**config.mk**
```make
export PLATFORM = sky130hd
export DESIGN_NAME = pzbcm_round_robin_grant_flat
export DESIGN_NICKNAME = d
export VERILOG_FILES = /design/src/rtl/pzbcm_round_robin_grant_if.sv /design/src/rtl/pzbcm_round_robin_grant.sv /design/src/flat_wrapper.sv
export SDC_FILE = /design/constraint.sdc
export NUM_CORES = 1
export LEC_CHECK = 0
export ABC_AREA = 1
export BUFFER_PORTS_ARGS = -buffer_cell sky130_fd_sc_hd__buf_2
export CAP_MARGIN = 10
export CORE_MARGIN = 3
export CORE_UTILIZATION = 35
export CTS_CLUSTER_DIAMETER = 40
export DETAILED_ROUTE_END_ITERATION = 6
export RECOVER_POWER = 50
export SYNTH_ARGS = -nofsm -noshare
export SYNTH_HDL_FRONTEND = slang
export SYNTH_SLANG_ARGS = --single-unit
export TNS_END_PERCENT = 100
```
**constraint.sdc**
```tcl
create_clock -name i_clk -period 2.1 [get_ports i_clk]
set_input_delay 0.21 -clock i_clk [delete_from_list [all_inputs] [get_ports i_clk]]
set_output_delay 0.21 -clock i_clk [all_outputs]
set_load 0.05 [all_outputs]
```
**src/rtl/pzbcm_round_robin_grant_if.sv**
```systemverilog
// Request/grant bundle between requesters and the round-robin grant stage.
// The arbiter uses the slave view; the requester side uses the master view.
interface pzbcm_round_robin_grant_if #(
  parameter int N = 4
);
  localparam int BINARY_WIDTH = (N >= 2) ? $clog2(N) : 1;

  logic [N-1:0]            i_request;
  logic                    i_release;
  logic                    o_grant_valid;
  logic [N-1:0]            o_grant;
  logic [BINARY_WIDTH-1:0] o_grant_index;

  modport slave (
    input  i_request,
    input  i_release,
    output o_grant_valid,
    output o_grant,
    output o_grant_index
  );

  modport master (
    output i_request,
    output i_release,
    input  o_grant_valid,
    input  o_grant,
    input  o_grant_index
  );
endinterface

```
**src/rtl/pzbcm_round_robin_grant.sv**
```systemverilog
// Round-robin arbiter that holds a registered onehot grant and its binary index
// until the owner releases; the priority pointer advances only on release.
module pzbcm_round_robin_grant #(
  parameter int N = 4
) (
  input logic                        i_clk,
  input logic                        i_rst,
  pzbcm_round_robin_grant_if.slave   bus
);
  localparam int BINARY_WIDTH = (N >= 2) ? $clog2(N) : 1;

  typedef enum logic {
    IDLE,
    GRANT
  } state_t;

  typedef logic [BINARY_WIDTH-1:0] index_t;

  state_t         state_q, state_d;
  logic [N-1:0]   grant_q, grant_d;
  index_t         index_q, index_d;
  index_t         ptr_q, ptr_d;
  index_t         release_ptr;
  index_t         arb_ptr;
  logic           win_found;
  index_t         win_index;
  logic [N-1:0]   win_onehot;

  // Scan r starting at p and wrapping modulo N; returns {found, index}.
  function automatic logic [BINARY_WIDTH:0] find_winner(
    input logic [N-1:0] r,
    input index_t       p
  );
    logic   found;
    index_t idx;
    int     k;
    found = 1'b0;
    idx   = '0;
    for (int off = 0; off < N; off++) begin
      k = int'(p) + off;
      if (k >= N) begin
        k = k - N;
      end
      if (!found && r[k]) begin
        found = 1'b1;
        idx   = index_t'(k);
      end
    end
    return {found, idx};
  endfunction

  always_comb begin
    release_ptr = (index_q == index_t'(N - 1)) ? '0 : index_q + 1'b1;
    // In GRANT the only arbitration that matters is the one on release,
    // which already uses the advanced pointer.
    arb_ptr = (state_q == GRANT) ? release_ptr : ptr_q;
    {win_found, win_index} = find_winner(bus.i_request, arb_ptr);
    win_onehot = '0;
    win_onehot[win_index] = win_found;
  end

  always_comb begin
    state_d = state_q;
    grant_d = grant_q;
    index_d = index_q;
    ptr_d   = ptr_q;
    case (state_q)
      IDLE: begin
        if (win_found) begin
          state_d = GRANT;
          grant_d = win_onehot;
          index_d = win_index;
        end
      end
      GRANT: begin
        if (bus.i_release) begin
          ptr_d = release_ptr;
          if (win_found) begin
            grant_d = win_onehot;
            index_d = win_index;
          end else begin
            state_d = IDLE;
            grant_d = '0;
            index_d = '0;
          end
        end
      end
      default: begin
        state_d = IDLE;
        grant_d = '0;
        index_d = '0;
      end
    endcase
  end

  always_ff @(posedge i_clk or posedge i_rst) begin
    if (i_rst) begin
      state_q <= IDLE;
      grant_q <= '0;
      index_q <= '0;
      ptr_q   <= '0;
    end else begin
      state_q <= state_d;
      grant_q <= grant_d;
      index_q <= index_d;
      ptr_q   <= ptr_d;
    end
  end

  assign bus.o_grant_valid = (state_q == GRANT);
  assign bus.o_grant       = grant_q;
  assign bus.o_grant_index = index_q;

  a_onehot_iff_valid: assert property (@(posedge i_clk) disable iff (i_rst)
    bus.o_grant_valid ? $onehot(bus.o_grant) : (bus.o_grant == '0));

  a_index_matches: assert property (@(posedge i_clk) disable iff (i_rst)
    bus.o_grant_valid |-> bus.o_grant[bus.o_grant_index]);

  a_hold_stable: assert property (@(posedge i_clk) disable iff (i_rst)
    (bus.o_grant_valid && !bus.i_release) |=>
      (bus.o_grant_valid && $stable(bus.o_grant) && $stable(bus.o_grant_index)));
endmodule

```
**src/flat_wrapper.sv**
```systemverilog
// flat-port wrapper written by rule: the top's interface ports become plain ports
module pzbcm_round_robin_grant_flat 
#(
  parameter int N = 4
)
  (i_clk, i_rst, bus_i_request, bus_i_release, bus_o_grant_valid, bus_o_grant, bus_o_grant_index);
  pzbcm_round_robin_grant_if #(.N(N)) bus_i ();
  input logic i_clk;
  input logic i_rst;
  input wire logic [$bits(bus_i.i_request)-1:0] bus_i_request;
  input wire logic [$bits(bus_i.i_release)-1:0] bus_i_release;
  output wire logic [$bits(bus_i.o_grant_valid)-1:0] bus_o_grant_valid;
  output wire logic [$bits(bus_i.o_grant)-1:0] bus_o_grant;
  output wire logic [$bits(bus_i.o_grant_index)-1:0] bus_o_grant_index;
  assign bus_i.i_request = bus_i_request;
  assign bus_i.i_release = bus_i_release;
  assign bus_o_grant_valid = bus_i.o_grant_valid;
  assign bus_o_grant = bus_i.o_grant;
  assign bus_o_grant_index = bus_i.o_grant_index;
  pzbcm_round_robin_grant #(.N(N)) u_core (.i_clk(i_clk), .i_rst(i_rst), .bus(bus_i));
endmodule
```
=== Word-level counts from Yosys, hierarchy flattened ===
Cells that the tools add are included.

* $add $sub $neg: 8
* Order comparisons: 10
* Eq/ne operators: 3
* Mux-type cells: 39
* Bitwise logic cells: 2
* Reductions and logical operators: 9

{| class="wikitable"
|+ Operators by type and width
! cell !! count
|-
| $lt A32 B4 Y1 const B || 4
|-
| $mux W32 || 4
|-
| $ge A32 B4 Y1 const B || 3
|-
| $sub A32 B4 Y32 const B || 3
|-
| $mux W2 || 9
|-
| $mux W1 || 15
|-
| $mux W4 || 3
|-
| $bmux W1 S2 || 4
|-
| $pmux W4 S2 || 1
|-
| $add A2 B2 Y3 const B || 2
|-
| $and A4 B4 Y4 || 1
|-
| $logic_and A1 B1 Y1 || 4
|-
| $pmux W2 S2 || 1
|-
| $reduce_and A2 Y1 || 2
|-
| $sub A2 B3 Y4 const B || 1
|-
| $add A2 B1 Y3 const B || 1
|-
| $ge A2 B3 Y1 const B || 1
|-
| $logic_not A1 Y1 || 3
|-
| $lt A2 B3 Y1 const B || 1
|-
| $add A2 B1 Y2 const B || 1
|-
| $demux W1 S2 || 1
|-
| $eq A2 B2 Y1 const B || 1
|-
| $ge A2 B1 Y1 const B || 1
|-
| $ne A2 B1 Y1 const B || 1
|-
| other kinds (3) || 3
|}

* Bits in registers: 9
* Input port bits: 7
* Output and inout bits: 7
* Logic and storage cells: 75

=== Longest topological paths before layout ===
* Depth in word-level cells: 26
* Mapped depth: 15
* Depth with buffers taken out: 15

=== Worst setup path before layout ===
Ideal clock, no wire load.

* Path kind: register to register
* From: register u_core.index_q[0], in the netlist u_core.bus.o_grant_index[0]
* To: register u_core.grant_q[0], in the netlist u_core.bus.o_grant[0]
* Library setup time: 118 ps
* Data arrival time: 1953 ps
* Data required time: 1982 ps
* Slack: 29 ps
* Stages on the path, launching flop included: 16
* Path buffers: 0
* Clock period less this slack: 2071 ps
* Path through: dfrtp_1 > ha_1 > inv_1 > nand2_1 > nand2_2 > nand2_1 > nand2_2 > nand2_1 > inv_2 > nor2_1 > nand3_2 > nand2_2 > nand2_2 > clkinv_2 > nand2_1 > nand2_1

* Cells in the longest elaborated chain, start to end: 26
* Elaborated cells between the ends (all ways): 57
* Classes of those cells: add/sub: 8; order compare: 6; eq/ne: 2; mux: 32; bitwise: 1; reduce/logical: 8

{| class="wikitable"
|+ RTL lines
! element !! RTL line !! source
|-
| from (decl) || pzbcm_round_robin_grant.sv:21 || <nowiki>index_t index_q, index_d;</nowiki>
|-
| from (signal assigned) || pzbcm_round_robin_grant.sv:105 || <nowiki>index_q <= index_d;</nowiki>
|-
| $add A2 B1 Y2 or $eq A2 B2 Y1 (tied branches) || pzbcm_round_robin_grant.sv:53 || <nowiki>release_ptr = (index_q == index_t'(N - 1)) ? '0 : index_q + 1'b1;</nowiki>
|-
| $mux W2 (*) || pzbcm_round_robin_grant.sv:53 ||
|-
| net u_core.release_ptr[1] || pzbcm_round_robin_grant.sv:23 || <nowiki>index_t release_ptr;</nowiki>
|-
| $mux W2 (*) || pzbcm_round_robin_grant.sv:56 || <nowiki>arb_ptr = (state_q == GRANT) ? release_ptr : ptr_q;</nowiki>
|-
| branches (longest 23 deep; another with $sub A32 B4 Y32) || n/a ||
|-
| to (signal assigned) || pzbcm_round_robin_grant.sv:104 || <nowiki>grant_q <= grant_d;</nowiki>
|-
| to (decl) || pzbcm_round_robin_grant.sv:20 || <nowiki>logic [N-1:0] grant_q, grant_d;</nowiki>
|}

Mark *: on every way through the listed nets, which the timed path passes. The select of a mux whose other input is x is not followed.
A chain may end at the register's enable or synchronous reset.

=== Worst setup path after layout ===
Ends and elaborated chain as after synthesis.

==> impl_results.md <==
- Nature of the critical path endpoint: flip-flop
- Top post-synthesis cells by area: dfrtp_1 26%, nand2_1 22%, nand3_1 12%, nand2_2 12%, inv_1 4.8%
- Final Hold Violating Endpoints: 0
- Die width: 55.45 um
- Number of enable-type register cells in the synthesized netlist: 0
- Kind of start point of the critical path: flip-flop
- Buffers on Ports: 13
- Hold Path Stages: 4
- Worst Hold Class: in2reg
- # DRC: 0
- Worst hold path startpoint: bus_i_release
- Post-synth net total: 144
- Count of H-tree levels built during CTS: 1
- Starting Density: 37.60%
- Leading post-synthesis cells by instance count: 50 x nand2_1, 21 x nand3_1, 16 x nand2_2, 11 x inv_1, 9 x dfrtp_1
- Count of buffering cells on the critical path with inverters included: 3
- Final worst path period share: 91.54%
- Hold EP: u_core.bus.o_grant_valid$_DFF_PP0_
- Final count of pins violating max slew: 0
- First element of the critical path: u_core.bus.o_grant_index[0]$_DFFE_PP0P_
- Clk root buf: clkbuf_4
- Total number of vias: 881
- Worst-path cell chain: ha_1 -> inv_1 -> nand2_1 -> nand2_4 -> nand2_1 -> nand2_2 -> nand2_1 -> inv_2 -> nor2_1 -> nand3_2 -> nand2_2 -> nand2_2 -> clkinv_2 -> nand2_1 -> nand2_1
- Drt first pass iters: 4
- Required time at the endpoint of the critical path: 2250 ps
- Routed length per placed instance: 10.35 um
- Arr. time, crit path: 2070 ps
- Post-detailed-route via-to-cell ratio: 4.841
- Category of cells accounting for the largest share of critical-path delay: simple AND/OR/NAND/NOR gates
- TritonCTS Buffers: 3
- Vias in the first global route: 810
- TritonCTS Sinks: 9
- Post-synthesis register bit count: 9
- Total standard cell area after synthesis: 855.8 sq um
- Die H: 55.45 um
- Layout Skew: 4.998 ps
- Logic depth of the worst register-to-register path: 15
- Cell occurring most often along the worst timing path: nand2_1
- Share of the synthesized area in the top cell type: 26.32%
- I/O pins: 14
- DIE AREA: 0.003075 sq mm
- Count of different cell masters after synthesis: 19
- Instance count of the mapped netlist: 136
- DPL Wire Length: 1.535 mm
- Cell type contributing the most total cell area after synthesis: dfrtp_1
- Rows: 17
- Weighted congestion reported at the end of routability-driven placement: 0.8624
- Core Area: 0.002276 sq mm
- Most used standard cell by instance count after synthesis: nand2_1
- Stages on the worst setup path: 15
- CP Max Fanout: 7
- CP max-delay cell: dfrtp_2
- Number of nets with antenna violations after detailed routing: 0
- Classification of the worst setup path: reg2reg
- Drt initial violations: 19
- Reg-to-Reg Start: u_core.bus.o_grant_index[0]$_DFFE_PP0P_
- Wire length of the first global-routing pass: 3.367 mm
- Syn-to-layout area delta: 15.50%
- Slowest Stage Delay on Critical Path: 430 ps
- Final Net Count: 163
- Crit path time final: 1922 ps
- Relative slew slack: 60.79%
- Status: completed
- Commonest register cell after synthesis: dfrtp_1
- Yosys Warn Count: 0
- Clock Path Buffers: 2
- Number of max-capacitance violations reported: 0
- Antenna Diode Count: 0
- FFs w/ async S/R, synth: 100.0%
- Overflow left after global routing: 0
- Sequential fraction of the synthesis area: 26.32%
- Share of layout cells above drive strength 1: 27.92%
- Pin count of the biggest net entering global routing: 14
- Number of antenna violations at the first check in global routing: 0
- Worst hold margin: 268.0 ps
- Reg2reg setup slack: 180 ps
- Clk_lat worst skew: 260 ps
- Highest clock frequency the design can meet: 520.2 MHz
- Average cell area after synthesis: 6.293 sq um
- CTS clock-pin slew for the worst setup and hold paths: 60 ps
- Destination of the worst register-to-register timing path: u_core.bus.o_grant[0]$_DFFE_PP0P_
- Final core area utilization: 43.43%
- Clock tree from TritonCTS: yes
- Slew at the pin closest to its max-slew limit: 590.7 ps
- Overall routed net length: 1.883 mm
- Number of setup violations in the final report: 0
- Global-route usage over all layers: 13.36%
-- cells by family (layout without fill, tap and decap cells) --
group           Yosys count  in the layout  synth area share (%)
compound gates            7              7                 4.385
fa+ha+maj                 1              1                 1.462
buf+inv                  15             33                 8.040
flops                     9              9                 26.32
simple gates            104            104                 59.80
-- how the worst max path moves through the flow --
stage                                              endpoint  slack (ps)
after floorplan           u_core.bus.o_grant[0]$_DFFE_PP0P_          30
after global placement    u_core.bus.o_grant[2]$_DFFE_PP0P_         230
after detailed placement  u_core.bus.o_grant[0]$_DFFE_PP0P_         190
after CTS                 u_core.bus.o_grant[0]$_DFFE_PP0P_         170
after global routing      u_core.bus.o_grant[2]$_DFFE_PP0P_         -20
final                     u_core.bus.o_grant[0]$_DFFE_PP0P_         180
-- layout by cell type (no fill, tap or decap), drive strengths merged --
cell type,n
a21oi,1
buf,12
clkbuf,6
clkinv,1
dfrtp,9
dlygate4sd3,1
ha,1
inv,13
nand2,69
nand3,23
nand4,3
nor2,9
o21ai,5
o31ai,1
-- layer usage --
| metal | vias up | track usage (%) | part of all wire [%] |
|---|---|---|---|
| met5 | - | 0 | 0 |
| met4 | 0 | 6.250 | 1.8 |
| met3 | 4 | 2.103 | 3.7 |
| met2 | 20 | 20.61 | 46 |
| met1 | 384 | 18.09 | 49 |
| li1 | 473 | - | - |
-- what timing repair did --
item	4_1_cts	5_1_grt
endpoints found under the setup margin	0	6
resized for setup	0	2
hold buffers	1	0
setup buffers	0	1
hold endpoints to repair	9	0
-- stage by stage --
stage	instances	cell area, sq um	setup TNS, ps	worst slack (ps)
final	182	988.4	0	177.8
after CTS	181	977.2	0	174.4
after floorplan	136	855.8	0	29.03
after detailed placement	176	940.9	0	191.1
after global routing	182	988.4	-23.54	-17.22
after global placement	176	940.9	0	228.9
-- sequential cells by signal, summed over array words and instances (netlist names) --
signal	count
u_core.bus.o_grant_index	2
u_core.bus.o_grant	4
u_core.ptr_q	2
u_core.bus.o_grant_valid	1
-- worst register-to-register path: cells and delay by family (launching register included) --
family / cells / cell delay (ps)
AND/OR/NAND/NOR: 11 / 820
flip-flops: 1 / 430
buffers and inverters: 3 / 230
adder cells (fa/ha/maj): 1 / 310
-- area by class of cell --
class,count,area [sq um]
fillers,237,1287
multi-input cells,112,566.8
flip-flops and latches,9,226.5
repair buffers,15,80.08
inverters,14,53.80
well taps,28,35.03
clock buffers,4,26.28
Power is left out: the tool's default activity adds up to more than one toggle a clock period on the data nets, which glitch-free logic cannot reach.
